## src/rtl/ascii_parse_pkg.sv

```systemverilog
`default_nettype none
// +----------------------------------------------------------------------+
// | ascii_parse_pkg - shared types, character constants, is_term() helper |
// | Rev 1.0                                                               |
// +----------------------------------------------------------------------+
package ascii_parse_pkg;

  typedef enum logic [2:0] {IDLE, ZERO, PFX, DIGITS, SKIP, OUT} state_t;
  typedef enum logic [1:0] {DEC = 2'd0, BIN = 2'd1, OCT = 2'd2, HEX = 2'd3} radix_t;

  localparam logic [7:0] c_chr_space = 8'h20;
  localparam logic [7:0] c_chr_tab   = 8'h09;
  localparam logic [7:0] c_chr_cr    = 8'h0D;
  localparam logic [7:0] c_chr_lf    = 8'h0A;
  localparam logic [7:0] c_chr_nul   = 8'h00;

  // Prefix letters are compared after OR-ing in the ASCII case bit.
  localparam logic [7:0] c_case_bit  = 8'h20;
  localparam logic [7:0] c_pfx_hex   = 8'h78;
  localparam logic [7:0] c_pfx_bin   = 8'h62;
  localparam logic [7:0] c_pfx_oct   = 8'h6F;

  function automatic logic is_term(input logic [7:0] ch);
    return (ch == c_chr_space) || (ch == c_chr_tab) || (ch == c_chr_cr) ||
           (ch == c_chr_lf) || (ch == c_chr_nul);
  endfunction

endpackage
`default_nettype wire

```

## src/rtl/ascii_digit_decode.sv

```systemverilog
`default_nettype none
// +----------------------------------------------------------------------+
// | ascii_digit_decode - ASCII char to digit value, legality per radix    |
// | Rev 1.0                                                               |
// +----------------------------------------------------------------------+
module ascii_digit_decode
  import ascii_parse_pkg::*;
(
  input  logic [7:0] ch,
  input  radix_t     radix,
  output logic [3:0] digit,
  output logic       legal
);

  logic [7:0] w_lc;

  always_comb begin
    w_lc  = ch | c_case_bit;
    digit = 4'd0;
    legal = 1'b0;
    if ((ch >= 8'h30) && (ch <= 8'h39)) begin
      digit = ch[3:0];
      case (radix)
        BIN:     legal = (ch[3:0] <= 4'd1);
        OCT:     legal = (ch[3:0] <= 4'd7);
        default: legal = 1'b1;
      endcase
    end else if ((radix == HEX) && (w_lc >= 8'h61) && (w_lc <= 8'h66)) begin
      // 'a'..'f' have low nibbles 1..6, so +9 yields 10..15.
      digit = w_lc[3:0] + 4'd9;
      legal = 1'b1;
    end
  end

endmodule
`default_nettype wire

```

## src/rtl/ascii_num_parser.sv

```systemverilog
`default_nettype none
// +----------------------------------------------------------------------+
// | ascii_num_parser - streaming ASCII dec/bin/oct/hex token to integer   |
// | Rev 1.0                                                               |
// +----------------------------------------------------------------------+
module ascii_num_parser
  import ascii_parse_pkg::*;
#(
  parameter int WIDTH = 8
) (
  input  logic             clk,
  input  logic             rst_n,
  input  logic [7:0]       in_char,
  input  logic             in_valid,
  output logic             in_ready,
  output logic [WIDTH-1:0] out_value,
  output logic [1:0]       out_radix,
  output logic             out_ovf,
  output logic             out_err,
  output logic             out_valid,
  input  logic             out_ready
);

  localparam int ACC_W = WIDTH + 4;

  state_t           r_state;
  radix_t           r_radix;
  logic [ACC_W-1:0] r_acc;
  logic             r_ovf;

  logic [3:0]       w_digit;
  logic             w_legal;
  logic [7:0]       w_lc;
  logic             w_is_term;
  logic             w_char_fire;
  logic             w_res_fire;
  logic [ACC_W-1:0] w_acc_scaled;
  logic [ACC_W-1:0] w_acc_next;
  logic             w_acc_ovf;
  logic             w_err;
  logic [WIDTH-1:0] w_res_value;

  // r_radix stays DEC in IDLE/ZERO, so one decoder serves every state.
  ascii_digit_decode u_digit_decode (
    .ch    (in_char),
    .radix (r_radix),
    .digit (w_digit),
    .legal (w_legal)
  );

  assign w_lc        = in_char | c_case_bit;
  assign w_is_term   = is_term(in_char);
  assign w_char_fire = in_valid && in_ready;
  assign w_res_fire  = out_valid && out_ready;

  // The accumulator is below 2**WIDTH whenever it is updated, so the
  // four guard bits always hold acc*16+15 without wrapping.
  always_comb begin
    case (r_radix)
      BIN:     w_acc_scaled = r_acc << 1;
      OCT:     w_acc_scaled = r_acc << 3;
      HEX:     w_acc_scaled = r_acc << 4;
      default: w_acc_scaled = (r_acc << 3) + (r_acc << 1);
    endcase
    w_acc_next = w_acc_scaled + {{(ACC_W-4){1'b0}}, w_digit};
    w_acc_ovf  = |w_acc_next[ACC_W-1:WIDTH];
  end

  assign w_err       = (r_state == PFX) || (r_state == SKIP);
  assign w_res_value = w_err ? '0 : (r_ovf ? '1 : r_acc[WIDTH-1:0]);

  always_ff @(posedge clk or negedge rst_n) begin
    if (!rst_n) begin
      r_state   <= IDLE;
      r_radix   <= DEC;
      r_acc     <= '0;
      r_ovf     <= 1'b0;
      in_ready  <= 1'b1;
      out_valid <= 1'b0;
      out_value <= '0;
      out_radix <= 2'd0;
      out_ovf   <= 1'b0;
      out_err   <= 1'b0;
    end else if (r_state == OUT) begin
      if (w_res_fire) begin
        r_state   <= IDLE;
        r_radix   <= DEC;
        r_acc     <= '0;
        r_ovf     <= 1'b0;
        in_ready  <= 1'b1;
        out_valid <= 1'b0;
      end
    end else if (w_char_fire) begin
      if (w_is_term) begin
        if (r_state != IDLE) begin
          r_state   <= OUT;
          in_ready  <= 1'b0;
          out_valid <= 1'b1;
          out_value <= w_res_value;
          out_radix <= r_radix;
          out_ovf   <= r_ovf && !w_err;
          out_err   <= w_err;
        end
      end else begin
        case (r_state)
          IDLE: begin
            if (w_legal) begin
              r_acc   <= w_acc_next;
              r_ovf   <= w_acc_ovf;
              r_state <= (w_digit == 4'd0) ? ZERO : DIGITS;
            end else begin
              r_state <= SKIP;
            end
          end
          ZERO: begin
            if (w_legal) begin
              r_acc   <= w_acc_next;
              r_ovf   <= w_acc_ovf;
              r_state <= DIGITS;
            end else if (w_lc == c_pfx_hex) begin
              r_radix <= HEX;
              r_state <= PFX;
            end else if (w_lc == c_pfx_bin) begin
              r_radix <= BIN;
              r_state <= PFX;
            end else if (w_lc == c_pfx_oct) begin
              r_radix <= OCT;
              r_state <= PFX;
            end else begin
              r_state <= SKIP;
            end
          end
          PFX: begin
            if (w_legal) begin
              r_acc   <= w_acc_next;
              r_ovf   <= w_acc_ovf;
              r_state <= DIGITS;
            end else begin
              r_state <= SKIP;
            end
          end
          DIGITS: begin
            if (w_legal) begin
              if (!r_ovf) begin
                r_acc <= w_acc_next;
                r_ovf <= w_acc_ovf;
              end
            end else begin
              r_state <= SKIP;
            end
          end
          default: ;
        endcase
      end
    end
  end

endmodule
`default_nettype wire

```

## config.mk

```make
export PLATFORM = sky130hd
export DESIGN_NAME = ascii_num_parser
export DESIGN_NICKNAME = d
export VERILOG_FILES = /design/src/rtl/ascii_parse_pkg.sv /design/src/rtl/ascii_digit_decode.sv /design/src/rtl/ascii_num_parser.sv
export SDC_FILE = /design/constraint.sdc
export NUM_CORES = 1
export LEC_CHECK = 0
export BUFFER_PORTS_ARGS = -buffer_cell sky130_fd_sc_hd__buf_2
export CORE_ASPECT_RATIO = 2
export CORE_UTILIZATION = 60
export CTS_CLUSTER_SIZE = 40
export DETAILED_ROUTE_END_ITERATION = 16
export GPL_TIMING_DRIVEN = 1
export HOLD_SLACK_MARGIN = 0.03
export PLACE_DENSITY = 0.89
export SLEW_MARGIN = 25
export SYNTH_ARGS = -nofsm -noshare
export SYNTH_HDL_FRONTEND = slang
export SYNTH_SLANG_ARGS = --single-unit
```

## constraint.sdc

```tcl
create_clock -name clk -period 3.4 [get_ports clk]
set_input_delay 0.68 -clock clk [delete_from_list [all_inputs] [get_ports clk]]
set_output_delay 0.68 -clock clk [all_outputs]
set_load 0.1 [all_outputs]
```

## Word-level counts from Yosys, hierarchy flattened

Cells that the tools add are included.

| word-level totals | value |
|---|---|
| flip-flop bits (word level) | 31 |
| input bits | 12 |
| output and inout bits | 14 |

| cells by class | value |
|---|---|
| $add $sub $neg | 3 |
| $lt $le $gt $ge | 6 |
| equality and inequality tests | 23 |
| multiplexer cells | 56 |
| bitwise logic cells | 1 |
| reductions and logical operators | 31 |

Operators with widths:

| cell | count |
|---|---|
| 11-bit two-way mux | 7 |
| 3-bit two-way mux | 12 |
| 12-bit case mux with 3 select lines | 1 |
| 8-bit by 4-bit equality test with 1-bit output, second input constant | 3 |
| 11-bit case mux with 2 select lines | 1 |
| 7-bit by 6-bit equality test with 1-bit output, second input constant | 3 |
| 2-bit two-way mux | 10 |
| 1-bit two-way mux | 18 |
| 8-bit two-way mux | 2 |
| 12-bit adder | 1 |
| 12-bit by 4-bit adder with 12-bit output | 1 |
| 3-bit case mux with 4 select lines | 1 |
| 6-bit AND reduction | 2 |
| 8-bit by 6-bit equality test with 1-bit output, second input constant | 1 |
| 8-bit by 6-bit >= comparator with 1-bit output, second input constant | 1 |
| 8-bit by 7-bit >= comparator with 1-bit output, second input constant | 1 |
| 8-bit by 6-bit less-or-equal comparator with 1-bit output, second input constant | 1 |
| 8-bit by 7-bit less-or-equal comparator with 1-bit output, second input constant | 1 |
| 8-bit zero test | 1 |
| 4-bit two-way mux | 2 |
| 4-bit AND reduction | 2 |
| 2-bit nonzero test | 4 |
| 7-bit AND reduction | 1 |
| 3-bit by 2-bit equality test with 1-bit output, second input constant | 2 |
| other kinds (26) | 41 |

## Logic depth before layout (Yosys ltp)

| depth | value |
|---|---|
| depth after elaboration | 13 |
| mapped depth | 16 |
| mapped depth without buffers | 15 |

## Cells and area by module

A second synthesis with hierarchy kept.

| unflattened totals | value |
|---|---|
| cells, all modules | 320 |
| area, all modules | 2687.6 sq um |

By module, submodules not included:

| module | times used | cells each | area an instance (sq um) | seq. area each (sq um) |
|---|---|---|---|---|
| ascii_num_parser | 1 | 288 | 2427.3 | 777.0 |
| ascii_digit_decode | 1 | 32 | 260.2 | 0.0 |

## Worst setup path before layout

OpenSTA, ideal clock, no wires.

| path | value |
|---|---|
| path kind | input -> register |
| from | in in_char[0] |
| to | reg r_ovf |
| library setup time | 0.130 ns |
| data arrival time | 3.649 ns |
| required time | 3.270 ns |
| path slack | -0.379 ns |
| cell stages on the path | 16 |
| path buffers | 1 |
| path through | inv_1 -> ha_1 -> or3b_4 -> o31ai_4 -> or2_1 -> buf_2 -> nor2_1 -> o21ai_0 -> o21ai_0 -> ha_1 -> a21o_1 -> o21ai_4 -> nor2_1 -> or3b_2 -> a21oi_1 -> o22ai_1 |

| between the ends | value |
|---|---|
| longest elaborated chain between the ends | 13 |
| elaborated cells between the ends (all ways) | 37 |

Ends and longest elaborated chain:

| item | line | text |
|---|---|---|
| start, declared | ascii_num_parser.sv:13 | `input logic [7:0] in_char,` |
| 8-bit by 7-bit >= comparator with 1-bit output | ascii_digit_decode.sv:28 | `end else if ((radix == HEX) && (w_lc >= 8'h61) && (w_lc <= 8'h66)) begin` |
| 1-bit logical AND (2 in series) | ascii_digit_decode.sv:28 |  |
| 4-bit two-way mux | ascii_digit_decode.sv:28 |  |
| 4-bit two-way mux | ascii_digit_decode.sv:21 | `if ((ch >= 8'h30) && (ch <= 8'h39)) begin` |
| 12-bit by 4-bit adder with 12-bit output | ascii_num_parser.sv:65 | `w_acc_next = w_acc_scaled + {{(ACC_W-4){1'b0}}, w_digit};` |
| 4-bit OR reduction | ascii_num_parser.sv:66 | `w_acc_ovf = \|w_acc_next[ACC_W-1:WIDTH];` |
| 1-bit two-way mux | ascii_num_parser.sv:144 | `if (!r_ovf) begin` |
| 1-bit two-way mux | ascii_num_parser.sv:143 | `if (w_legal) begin` |
| 1-bit case mux with 2 select lines | ascii_num_parser.sv:105 | `case (r_state)` |
| 1-bit two-way mux | ascii_num_parser.sv:94 | `if (w_is_term) begin` |
| 1-bit two-way mux | ascii_num_parser.sv:93 | `end else if (w_char_fire) begin` |
| 1-bit two-way mux | ascii_num_parser.sv:84 | `end else if (r_state == OUT) begin` |
| end signal, assigned | ascii_num_parser.sv:109 | `r_ovf <= w_acc_ovf;` |
| end signal, assigned | ascii_num_parser.sv:118 | `r_ovf <= w_acc_ovf;` |
| end signal, assigned | ascii_num_parser.sv:136 | `r_ovf <= w_acc_ovf;` |
| end, declared | ascii_num_parser.sv:29 | `logic r_ovf;` |

Parallel ways exist; a longest one is shown, timed or not. The select of a mux whose other input is x is not followed.
A chain may end at the register's enable or synchronous reset.

## Final worst setup path

| path | value |
|---|---|
| from | in in_char[1] |
| to | reg r_acc[6] |

| between the ends | value |
|---|---|
| longest elaborated chain between the ends | 12 |
| elaborated cells between the ends (all ways) | 36 |

Ends and longest elaborated chain:

| item | line | text |
|---|---|---|
| 8-bit by 7-bit >= comparator with 1-bit output | ascii_digit_decode.sv:28 |  |
| 1-bit logical AND (2 in series) | ascii_digit_decode.sv:28 |  |
| 4-bit two-way mux | ascii_digit_decode.sv:28 |  |
| 4-bit two-way mux | ascii_digit_decode.sv:21 |  |
| 12-bit by 4-bit adder with 12-bit output | ascii_num_parser.sv:65 |  |
| 11-bit two-way mux | ascii_num_parser.sv:144 |  |
| 11-bit two-way mux | ascii_num_parser.sv:143 |  |
| 11-bit case mux with 2 select lines | ascii_num_parser.sv:105 |  |
| 11-bit two-way mux | ascii_num_parser.sv:94 |  |
| 11-bit two-way mux | ascii_num_parser.sv:93 |  |
| 11-bit two-way mux | ascii_num_parser.sv:84 |  |
| end signal, assigned | ascii_num_parser.sv:108 | `r_acc <= w_acc_next;` |
| end signal, assigned | ascii_num_parser.sv:117 | `r_acc <= w_acc_next;` |
| end signal, assigned | ascii_num_parser.sv:135 | `r_acc <= w_acc_next;` |
| end, declared | ascii_num_parser.sv:28 | `logic [ACC_W-1:0] r_acc;` |

Parallel ways exist; a longest one is shown, timed or not. The select of a mux whose other input is x is not followed.

==> flow_summary.json <==
{
  "cts_buffers": 5,
  "hp-class": "in2async",
  "rows": 35,
  "fp.dieH_um": 99.0,
  "htree_levels": 2,
  "start_util_pct": 62.0,
  "rsz0062_at_grt": "false",
  "diodes": 0,
  "grt_pass1_wl_um": 12200,
  "busiest_layer": "met2",
  "crit_path_start": "in_char[1]",
  "syn_inst": 322,
  "clockBufferDepth": 2,
  "vias": 2738,
  "finalPower_mw": 0.721,
  "total_leakage_power_nw": 1.48,
  "num_io_pins": 26,
  "power_per_cell_area_nw_per_um2": 222,
  "rr_startpoint": "r_radix[1]$_DFFE_PN0P_",
  "cp_num_cells": 17,
  "drt-pass1-iter-count": 7,
  "rr_worst_depth": 13,
  "gr-total-overflow": 0,
  "use_met1_pct": 32.1,
  "portBuffers": 25,
  "first_iter_violations": 126,
  "dp_cells": 411,
  "dp_hpwl_um": 5700,
  "post_drt_wl_per_cell_um": 18.3,
  "status": "finished clean",
  "clock-sinks": 31,
  "viasPerCell": 6.55,
  "async_reset_ff_share_pct": 100,
  "finClkSkew_ns": 0.0103,
  "fin_crit_ns": 3.31,
  "start_kind": "input port",
  "finalNetCount": 395,
  "drv_cap": 0,
  "place_ws_ns": -0.148,
  "setup_slack_ns": 0.0865,
  "grt_usage_pct": 32.8,
  "setup_viol": 0,
  "antenna_found_initial": 0,
  "ant_nets": 0,
  "required_ns": 3.57,
  "slowest_delay_ns": 0.39,
  "clk_pin_slew_ns": 0.07,
  "tritoncts": "built",
  "synth.avg_cell_area_um2": 8.77,
  "insertion_delay_ns": 0.29,
  "fmax_mhz": 302,
  "use_met2_pct": 60.6,
  "layout.cells.non_filler": 418,
  "grt_pass1_vias": 2651,
  "crit_path_end_kind": "register",
  "synthFlopType": "dfrtp_1",
  "synthesis.nets": 354,
  "crit_buf_inv": 3,
  "place_area_um2": 3160,
  "finalCritPeriodShare_pct": 97.5,
  "finalSetupTns_ns": 0,
  "synth_seq_area_share_pct": 27.5,
  "timing.critical_path.to": "r_acc[6]$_DFFE_PN0P_",
  "core_area_um2": 4550,
  "fin_area_um2": 3250,
  "cts_setup_buffers": 0,
  "ys_ff_latch": 31,
  "cp_max_fo": 3,
  "path_cells": "buf_2 > inv_12 > ha_4 > or3b_4 > o31ai_4 > or2_1 > nor2_1 > o21ai_1 > o21ai_1 > ha_1 > a21o_1 > o21ai_4 > buf_4 > nor2_1 > xnor2_1 > mux2i_2 > a22o_1",
  "cp_top_family": "compound AO/OA/AOI/OAI gates",
  "synth_top_area_share_pct": 26.6,
  "syn_area_um2": 2820,
  "grt_use_met3_pct": 5.09,
  "rrSetupSlack_ns": 0.35,
  "synth_top_area_cell": "dfrtp_1",
  "drc": 0,
  "wl_um": 7630,
  "syn_to_final_growth_pct": 15.0,
  "final_cell_mix": "41 x nand2_1, 30 x dfrtp_1, 26 x nor2_1, 26 x buf_4, 25 x buf_2",
  "ir_drop_mv": 0.368,
  "drive_above_1_share_pct": 26.2,
  "drv_slew": 0,
  "die_w_um": 50.5,
  "tightest_slew_ns": 0.683,
  "r2r_end": "r_acc[6]$_DFFE_PN0P_",
  "final_common_cell": "nand2_1",
  "synth_edf_count": 0,
  "synth_area_leaders": "dfrtp_1 27%, ha_1 8.0%, nand2_1 5.4%",
  "root_buffer": "clkbuf_8",
  "slowest_stage": "or3b_4",
  "synthDistinctLibCells": 74,
  "gp_congestion": 0.968,
  "hold_violations": 0,
  "slew_headroom_pct": 54.4,
  "crit_arrival_ns": 3.48,
  "worstSetupPathType": "in2reg",
  "grt_max_degree": 32,
  "yosys_warnings": 0,
  "dieArea_um2": 5000
}
==> routing by layer <==
layer  wire, um  vias up
li1           -     1260
met1       2530     1336
met2       4350      104
met3        294       38
met4        456        0
met5          0        -
==> kinds of logic after synthesis <==
logic type	count (synthesis)	share of synthesized area, %
buffers and inverters	32	5.41
adder cells (fa/ha/maj)	20	9.39
flip-flops	31	27.5
XOR/XNOR	17	5.27
AND/OR/NAND/NOR	115	21.5
AO/OA/AOI/OAI	101	28.7
multiplexers	6	2.17
==> flip-flops by register name, summed over array words and instances, names as in the netlist <==
signal     cells
r_acc         11
out_value      8
r_state        3
out_radix      2
r_radix        2
in_ready       1
out_err        1
out_ovf        1
out_valid      1
r_ovf          1
==> worst min-delay path by stage <==
stage / startpoint / end / slack [ns] / depth (start not counted)
floorplan: rst_n / out_err$_DFFE_PN0P_ / 0.38 / 0
global placement: out_radix[0]$_DFFE_PN0P_ / out_radix[0]$_DFFE_PN0P_ / 0.46 / 2
detailed placement: out_value[5]$_DFFE_PN0P_ / out_value[5]$_DFFE_PN0P_ / 0.47 / 2
CTS: rst_n / out_value[7]$_DFFE_PN0P_ / 0.45 / 1
global route: rst_n / out_value[7]$_DFFE_PN0P_ / 0.48 / 1
finish: rst_n / out_value[7]$_DFFE_PN0P_ / 0.43 / 1
==> cells in the mapped netlist (2+ instances only) <==
cell and count:
nand2_1 41, dfrtp_1 30, nor2_1 27, ha_1 18
inv_1 15, o21ai_0 13, a21oi_1 11, o21ai_1 10
xnor2_1 10, o31ai_1 9, nor3_1 8, a222oi_1 7
xor2_1 7, buf_2 6, clkbuf_1 6, nand3_1 6
a31oi_1 5, mux2i_1 5, o21a_1 5, a211oi_1 4
a22o_1 4, buf_4 4, or4_1 4, nand2b_1 3
nor2b_1 3, a211o_1 2, fa_1 2, nor3b_1 2
o2111ai_1 2, o211ai_1 2, o21ai_2 2, o21bai_1 2
o22ai_1 2, o31ai_4 2, or2_2 2, or3_1 2
or3b_2 2
==> worst reg2reg max path, cell delays in order (launching register included) <==
cell and delay (ns):
dfrtp_1 0.39, ha_1 0.41, nand3_2 0.16, or2_1 0.27, buf_4 0.15, o21ai_1 0.17, ha_1 0.26, a21o_1 0.20
o21ai_4 0.15, buf_4 0.15, nor2_1 0.05, xnor2_1 0.20, mux2i_2 0.15, a22o_1 0.23
==> what timing repair did <==
action	in CTS	in global routing
setup endpoints to repair	0	1
hold buffers	0	0
gates resized for setup	0	1
==> per-stage QoR <==
step | util [%] | hold WS [ns]
floorplan | - | 0.384
global placement | 69.3 | 0.462
detailed placement | 69.3 | 0.474
CTS | 71.2 | 0.446
global route | 71.3 | 0.479
finish | 71.3 | 0.426
==> layout make-up <==
class                      count  area (um^2)
timing repair buffer          51          320
tap                           55         68.8
sequential                    31          777
inverter                      15         73.8
clock buffer                   6         82.6
fill                         363         1310
multi-input combinational    259         1920
clock inverter                 1         5.00
==> report_power, final <==
| group | switching [mW] | internal (mW) | leakage (nW) | total (mW) |
|---|---|---|---|---|
| logic | 0.0347 | 0.0241 | 1.03 | 0.0588 |
| registers | 0 | 0.369 | 0.409 | 0.369 |
| clock network | 0.135 | 0.159 | 0.0470 | 0.293 |
| total | 0.169 | 0.552 | 1.48 | 0.721 |
Note: power is estimated with default switching activity, not from simulation.
